$ cat config.mk
export PLATFORM = sky130hd
export DESIGN_NAME = pattern_scheduler
export DESIGN_NICKNAME = d
export VERILOG_FILES = /design/src/rtl/apu_pkg.sv /design/src/rtl/order_prefetch.sv /design/src/rtl/pattern_scheduler.sv
export SDC_FILE = /design/constraint.sdc
export NUM_CORES = 1
export LEC_CHECK = 0
export CAP_MARGIN = 10
export CORE_MARGIN = 2
export CORE_UTILIZATION = 51
export DETAILED_ROUTE_END_ITERATION = 10
export PLACE_DENSITY = 0.76
export REMOVE_ABC_BUFFERS = 1
export SYNTH_ARGS = -nofsm -noshare
export SYNTH_HDL_FRONTEND = slang
export SYNTH_SLANG_ARGS = --single-unit
$ cat constraint.sdc
create_clock -name i_clk -period 3 [get_ports i_clk]
set_input_delay 0.6 -clock i_clk [delete_from_list [all_inputs] [get_ports i_clk]]
set_output_delay 0.6 -clock i_clk [all_outputs]
set_load 0.01 [all_outputs]
$ cat src/rtl/apu_pkg.sv
// rtl/apu_pkg.sv - order entry layout, scheduler state enums and entry decode helper
package apu_pkg;

    localparam int ORDER_DW = 24;
    localparam int ADDR_LSB = 0;
    localparam int ADDR_W   = 5;
    localparam int LEN_LSB  = 5;
    localparam int LEN_W    = 5;
    localparam int DUR_LSB  = 10;
    localparam int DUR_W    = 12;
    localparam int END_BIT  = 22;

    typedef enum logic [2:0] {
        ST_IDLE,
        ST_FETCH,
        ST_LATCH,
        ST_ARM,
        ST_PLAY
    } sched_state_t;

    typedef enum logic [1:0] {
        PF_EMPTY,
        PF_REQ,
        PF_WAIT,
        PF_FULL
    } pf_state_t;

    typedef struct packed {
        logic              end_flag;
        logic [DUR_W-1:0]  dur;
        logic [LEN_W-1:0]  len;
        logic [ADDR_W-1:0] addr;
    } order_entry_t;

    // A zero duration would never reach a boundary, so it plays as one strobe.
    function automatic order_entry_t decode_entry(input logic [ORDER_DW-1:0] d);
        order_entry_t e;
        e.addr     = d[ADDR_LSB +: ADDR_W];
        e.len      = d[LEN_LSB +: LEN_W];
        e.dur      = d[DUR_LSB +: DUR_W];
        e.end_flag = d[END_BIT];
        if (e.dur == '0) begin
            e.dur = DUR_W'(1);
        end
        return e;
    endfunction

endpackage

$ cat src/rtl/order_prefetch.sv
// rtl/order_prefetch.sv - fetches the next order entry into a shadow register during playback
module order_prefetch
    import apu_pkg::*;
#(
    parameter int ORDER_AW = 4
) (
    input  logic                i_clk,
    input  logic                i_rst,
    input  logic                run,
    input  logic                clear,
    input  logic [ORDER_AW-1:0] cur_idx,
    input  logic                cur_end,
    input  logic                loop_en,
    input  logic [ORDER_DW-1:0] order_data,
    input  logic                consume,
    output logic                req,
    output logic [ORDER_AW-1:0] next_idx,
    output logic                full,
    output logic                last,
    output order_entry_t        entry
);

    pf_state_t           st, st_nxt;
    logic [ORDER_AW-1:0] idx_q;
    logic [ORDER_AW-1:0] idx_calc;
    logic                last_q;
    logic                song_end;
    logic                unused_rsvd;

    assign unused_rsvd = order_data[ORDER_DW-1];
    assign song_end    = cur_end && !loop_en;
    assign idx_calc    = cur_end ? '0 : cur_idx + ORDER_AW'(1);

    always_ff @(posedge i_clk) begin
        if (i_rst || clear || !run) begin
            st     <= PF_EMPTY;
            idx_q  <= '0;
            last_q <= 1'b0;
            entry  <= '0;
        end else begin
            st <= st_nxt;
            if (st == PF_EMPTY && !last_q) begin
                idx_q  <= idx_calc;
                last_q <= song_end;
            end
            if (st == PF_WAIT) begin
                entry <= decode_entry(order_data);
            end
        end
    end

    always_comb begin
        st_nxt = st;
        case (st)
            PF_EMPTY: if (!last_q && !song_end) st_nxt = PF_REQ;
            PF_REQ:   st_nxt = PF_WAIT;
            PF_WAIT:  st_nxt = PF_FULL;
            PF_FULL:  if (consume) st_nxt = PF_EMPTY;
            default:  st_nxt = PF_EMPTY;
        endcase
    end

    // The ROM address is held through REQ so WAIT sees data for the same index.
    assign req      = run && (((st == PF_EMPTY) && !last_q && !song_end) || (st == PF_REQ));
    assign next_idx = (st == PF_EMPTY) ? idx_calc : idx_q;
    assign full     = (st == PF_FULL);
    assign last     = last_q || ((st == PF_EMPTY) && song_end);

endmodule

$ cat src/rtl/pattern_scheduler.sv
// rtl/pattern_scheduler.sv - song-level order walker driving the note_sequencer pattern-load port
module pattern_scheduler
    import apu_pkg::*;
#(
    parameter int ORDER_AW = 4
) (
    input  logic                i_clk,
    input  logic                i_rst,
    input  logic                i_start,
    input  logic                i_stop,
    input  logic                i_loop_en,
    input  logic                i_note_stb,
    output logic [ORDER_AW-1:0] o_order_addr,
    input  logic [ORDER_DW-1:0] i_order_data,
    output logic [ADDR_W-1:0]   o_new_addr,
    output logic [LEN_W-1:0]    o_new_pattern_len,
    output logic                o_new_addr_valid,
    output logic                o_playing,
    output logic [ORDER_AW-1:0] o_order_index
);

    localparam logic [DUR_W-1:0] DUR_ONE = DUR_W'(1);

    sched_state_t        state, state_nxt;
    order_entry_t        cur;
    logic [ORDER_AW-1:0] idx;
    logic [DUR_W-1:0]    tick;
    logic                playing;
    logic                pending;
    logic                at_boundary;
    logic                take;
    logic                stall;
    logic                song_done;
    logic                use_shadow;
    logic                pf_run;
    logic                pf_req;
    logic                pf_full;
    logic                pf_last;
    logic [ORDER_AW-1:0] pf_idx;
    order_entry_t        pf_entry;
    logic                unused_rsvd;

    assign unused_rsvd = i_order_data[ORDER_DW-1];
    assign at_boundary = (tick == cur.dur - DUR_ONE);
    // pending marks an ARM reached from a boundary whose shadow entry was not ready.
    assign use_shadow  = (state == ST_PLAY) || pending;
    assign pf_run      = (state == ST_PLAY) || ((state == ST_ARM) && pending);

    order_prefetch #(.ORDER_AW(ORDER_AW)) u_prefetch (
        .i_clk      (i_clk),
        .i_rst      (i_rst),
        .run        (pf_run),
        .clear      (i_start || i_stop),
        .cur_idx    (idx),
        .cur_end    (cur.end_flag),
        .loop_en    (i_loop_en),
        .order_data (i_order_data),
        .consume    (take && use_shadow),
        .req        (pf_req),
        .next_idx   (pf_idx),
        .full       (pf_full),
        .last       (pf_last),
        .entry      (pf_entry)
    );

    always_ff @(posedge i_clk) begin
        if (i_rst) begin
            state   <= ST_IDLE;
            cur     <= '0;
            idx     <= '0;
            tick    <= '0;
            playing <= 1'b0;
            pending <= 1'b0;
        end else begin
            state <= state_nxt;
            if (i_stop || i_start || song_done) begin
                cur     <= '0;
                idx     <= '0;
                tick    <= '0;
                playing <= 1'b0;
                pending <= 1'b0;
            end else begin
                if (state == ST_LATCH) begin
                    cur <= decode_entry(i_order_data);
                end
                if (take) begin
                    tick    <= '0;
                    playing <= 1'b1;
                    pending <= 1'b0;
                    if (use_shadow) begin
                        cur <= pf_entry;
                        idx <= pf_idx;
                    end
                end else if (stall) begin
                    pending <= 1'b1;
                end else if (state == ST_PLAY && i_note_stb) begin
                    tick <= tick + DUR_ONE;
                end
            end
        end
    end

    always_comb begin
        state_nxt         = state;
        take              = 1'b0;
        stall             = 1'b0;
        song_done         = 1'b0;
        o_new_addr_valid  = 1'b0;
        o_new_addr        = '0;
        o_new_pattern_len = '0;
        case (state)
            ST_IDLE:  if (i_start) state_nxt = ST_FETCH;
            ST_FETCH: state_nxt = ST_LATCH;
            ST_LATCH: state_nxt = ST_ARM;
            ST_ARM: begin
                if (!pending) begin
                    o_new_addr_valid  = 1'b1;
                    o_new_addr        = cur.addr;
                    o_new_pattern_len = cur.len;
                end else if (pf_full) begin
                    o_new_addr_valid  = 1'b1;
                    o_new_addr        = pf_entry.addr;
                    o_new_pattern_len = pf_entry.len;
                end
                if (i_note_stb && o_new_addr_valid) begin
                    take      = 1'b1;
                    state_nxt = ST_PLAY;
                end
            end
            ST_PLAY: begin
                if (i_note_stb && at_boundary) begin
                    if (pf_last) begin
                        song_done = 1'b1;
                        state_nxt = ST_IDLE;
                    end else if (pf_full) begin
                        take              = 1'b1;
                        o_new_addr_valid  = 1'b1;
                        o_new_addr        = pf_entry.addr;
                        o_new_pattern_len = pf_entry.len;
                    end else begin
                        stall     = 1'b1;
                        state_nxt = ST_ARM;
                    end
                end
            end
            default: state_nxt = ST_IDLE;
        endcase
        // Stop beats start; either one suppresses any load offered this cycle.
        if (i_start || i_stop) begin
            take              = 1'b0;
            stall             = 1'b0;
            song_done         = 1'b0;
            o_new_addr_valid  = 1'b0;
            o_new_addr        = '0;
            o_new_pattern_len = '0;
            state_nxt         = i_stop ? ST_IDLE : ST_FETCH;
        end
    end

    always_comb begin
        o_order_addr = '0;
        if (state == ST_FETCH) begin
            o_order_addr = idx;
        end else if (pf_req) begin
            o_order_addr = pf_idx;
        end
    end

    assign o_playing     = playing;
    assign o_order_index = idx;

endmodule

==> impl_metrics.json <==
{
  "critPathMostFrequentCell": "a21o_1",
  "arrival_ns": 2.96,
  "status": "complete, but fails checks",
  "critPathSlowestCell": "or4_4",
  "maxCapViolCount": 0,
  "worst_slew_pin_slew_ns": 0.747,
  "viasPerCell": 6.06,
  "wirelength_um": 13400,
  "gp_congestion": 0.911,
  "report.final.slew_viol_count": 0,
  "grt_max_degree": 42,
  "nFillCells": 601,
  "rsz0062_at_grt": "yes",
  "total_power_uw": 1930,
  "worst_skew_pair.late_latency_ns": 0.37,
  "syn_to_final_growth_pct": 34.3,
  "setup.worst_path.end": "o_new_addr[1]",
  "synth-edff-count": 0,
  "setup_violations": 50,
  "p_int_uw": 1450,
  "crit_chain": "or4_4, or4b_1, a21o_1, a211oi_2, nand3_2, buf_4, buf_6, a21oi_2, a21o_1, buf_2",
  "p_comb_share_pct": 4.9,
  "numCtsBuffers": 9,
  "finalCritPeriodShare_pct": 119,
  "cp_data_required_time_ns": 2.40,
  "hold_viol": 0,
  "hold_class": "reg -> reg",
  "cts.clk_slew.worst_paths_ns": 0.09,
  "wire_per_inst_um": 18.7,
  "cp-end-kind": "output port",
  "worstSetupPathType": "reg -> out",
  "cts_buffer_depth": 2,
  "overflow": 0,
  "die_y_um": 96.9,
  "grt_antenna_before_repair": 0,
  "grt_pass1_wl_um": 20900,
  "synthFlopType": "dfxtp_1",
  "port_buffers": 48,
  "syn_inst": 503,
  "fmax_ghz": 0.281,
  "synthArstFlopShare_pct": 0,
  "htreeDepth": 3,
  "cp_max_fo": 3,
  "p_seq_share_pct": 51.0,
  "final_nets": 644,
  "r2r_slack_ns": -0.22,
  "rr_worst_depth": 13,
  "p_sw_share_pct": 24.8,
  "track_usage_pct": 27.2,
  "crit_family": "simple AND/OR/NAND/NOR gates",
  "cp-start-kind": "flop",
  "initial_core_util_pct": 53.0,
  "firstDrtPassIters": 5,
  "cts_tree": "done",
  "cp_num_buf_inv": 3,
  "switching_power_uw": 480,
  "violations": "setup timing",
  "dp_hpwl_um": 8450,
  "syn_area_mm2": 0.00440,
  "drtIter0Drc": 240,
  "die_area_mm2": 0.00938,
  "crit_cells": 10,
  "core_mm2": 0.00830,
  "synth-seq-cells": 74,
  "dp_cells": 691,
  "antenna_cells": 0,
  "powerDensity_mw_per_mm2": 327,
  "via_count": 4342,
  "cts_root_buffer": "clkbuf_8",
  "cts.sinks": 74,
  "layout-drive-gt1-share_pct": 31.9,
  "fin_setup_tns_ns": -10.96,
  "leakagePower_uw": 0.00219,
  "pwr-share-clk_pct": 44.1,
  "setup_slack_ns": -0.561,
  "r2r-start": "cur[11]",
  "ys_seq_area_share_pct": 33.7,
  "hold_buffers": 0,
  "vdd_drop_max_mv": 0.290,
  "synth_cell_type_count": 52,
  "ys_warn_count": 0,
  "grt_pass1_vias": 4323,
  "die_x_um": 96.9,
  "syn_area_per_cell_um2": 8.74,
  "drc": 0,
  "ant_nets": 0,
  "r2r-end": "cur[16]",
  "finalClockSkew_ns": 0.0142,
  "slew_headroom_pct": 50.0,
  "worst_path_largest_cell_delay_ns": 0.52,
  "ios": 50,
  "crit_path_start": "cur[11]",
  "row_count": 33,
  "min_period_ns": 3.56,
  "final_cells": 717
}
## cell usage after synthesis (2+ instances only)
master / count / area, um^2
a211oi_1: 15 / 113
a211oi_2: 21 / 263
a21o_1: 2 / 15.0
a21oi_1: 12 / 60.1
a22o_1: 11 / 96.3
a31oi_1: 4 / 25.0
and2_1: 7 / 43.8
and3_1: 6 / 37.5
buf_2: 8 / 40.0
buf_6: 2 / 22.5
clkbuf_1: 22 / 82.6
dfxtp_1: 74 / 1480
ha_1: 7 / 87.6
inv_1: 10 / 37.5
mux2_2: 23 / 259
mux2i_1: 29 / 290
nand2_1: 22 / 82.6
nand3_1: 14 / 70.1
nand3b_1: 3 / 22.5
nand4_1: 3 / 18.8
nor2_1: 42 / 158
nor2b_1: 6 / 37.5
nor3_1: 57 / 285
nor3b_1: 4 / 30.0
nor4_1: 5 / 31.3
o211a_1: 2 / 20.0
o211ai_1: 5 / 37.5
o21ai_0: 17 / 85.1
o21ai_1: 5 / 25.0
o21ba_1: 3 / 30.0
o31ai_1: 4 / 30.0
or3_1: 12 / 75.1
or3b_2: 5 / 43.8
or4_1: 5 / 37.5
or4b_1: 2 / 20.0
xnor2_1: 12 / 105
xor2_1: 7 / 61.3
## area by class of cell
class / count / area (um^2) / share of cell area (%)
multi-input cells: 386 / 2890 / 48.9
flip-flops and latches: 74 / 1490 / 25.2
repair buffers: 126 / 1150 / 19.4
clock buffers: 10 / 138 / 2.33
well taps: 105 / 131 / 2.22
clock inverters: 6 / 72.6 / 1.23
inverters: 10 / 37.5 / 0.635
## stage by stage
stage / util (%) / worst slack [ns] / instance area [um^2] / hold WS, ns
3_3_place_gp: 65.7 / -0.577 / 5450 / 0.452
4_1_cts: 69.0 / -0.539 / 5720 / 0.475
5_1_grt: 71.2 / -0.640 / 5910 / 0.512
6_report: 71.2 / -0.561 / 5910 / 0.483
3_5_place_dp: 65.7 / -0.645 / 5450 / 0.471
2_1_floorplan: - / -1.06 / 4250 / 0.454
## per-layer routing
layer	vias to the layer above	share of wire (%)	track usage, %
li1	2075	-	-
met5	-	0	0
met4	0	1.9	10.7
met2	151	50	46.0
met1	2089	43	33.9
met3	27	5.0	5.42
## how the worst min path moves through the flow
| stage | start | to | slack (ns) | depth (start not counted) |
|---|---|---|---|---|
| CTS | u_prefetch.entry[10] | cur[10] | 0.48 | 2 |
| global placement | o_playing | o_playing | 0.45 | 1 |
| finish | o_playing | o_playing | 0.48 | 1 |
| detailed placement | o_playing | o_playing | 0.47 | 1 |
| floorplan | u_prefetch.entry[10] | cur[10] | 0.45 | 2 |
| global route | o_playing | o_playing | 0.51 | 1 |
## kinds of logic after synthesis
family / count (synthesis) / share of synthesized area, %
AOI/OAI and AO/OA: 109 / 20.0
xor gates and xnor gates: 19 / 3.78
DFF: 74 / 33.7
adders and majority gates: 7 / 1.99
and+or+nand+nor: 199 / 23.7
muxes: 52 / 12.5
buffers and inverters: 43 / 4.32
## power groups by stage
| stage | Combinational, uW | Sequential, uW | Clock, uW |
|---|---|---|---|
| after floorplan | 26.7 | 1010 | 0 |
| after global placement | 89.9 | 1010 | 0 |
| after detailed placement | 91.0 | 1010 | 0 |
| after CTS | 91.9 | 984 | 853 |
| after global routing | 101 | 985 | 892 |
| final | 94.6 | 985 | 853 |
## sequential cells by signal, indices dropped and copies added, names as in the netlist
signal	cells
cur	23
o_order_index	4
o_playing	1
pending	1
state	3
tick	12
u_prefetch.entry	23
u_prefetch.idx_q	4
u_prefetch.last_q	1
u_prefetch.st	2
## layout by cell type (no fill, tap or decap), types with 7 or more instances in the layout
cell	count
nor3_1	56
a211oi_2	22
inv_1	10
buf_4	67
mux2_2	23
nand2_1	21
mux2i_1	29
nand3_1	12
clkbuf_8	10
xnor2_1	12
buf_2	11
dfxtp_1	68
a21oi_1	7
o21ai_0	14
a22o_1	11
a211oi_1	11
nor2_1	41
clkdlybuf4s50_1	33
xor2_1	7
or3_1	12
## repair_timing
item,CTS,global route
gates resized for setup,64,31
setup buffers,5,5
endpoints found under the setup margin,55,57
cloned,1,4
pin swaps,10,5
endpoints found under the hold margin,0,0
Note: power is estimated with default switching activity, not from simulation.
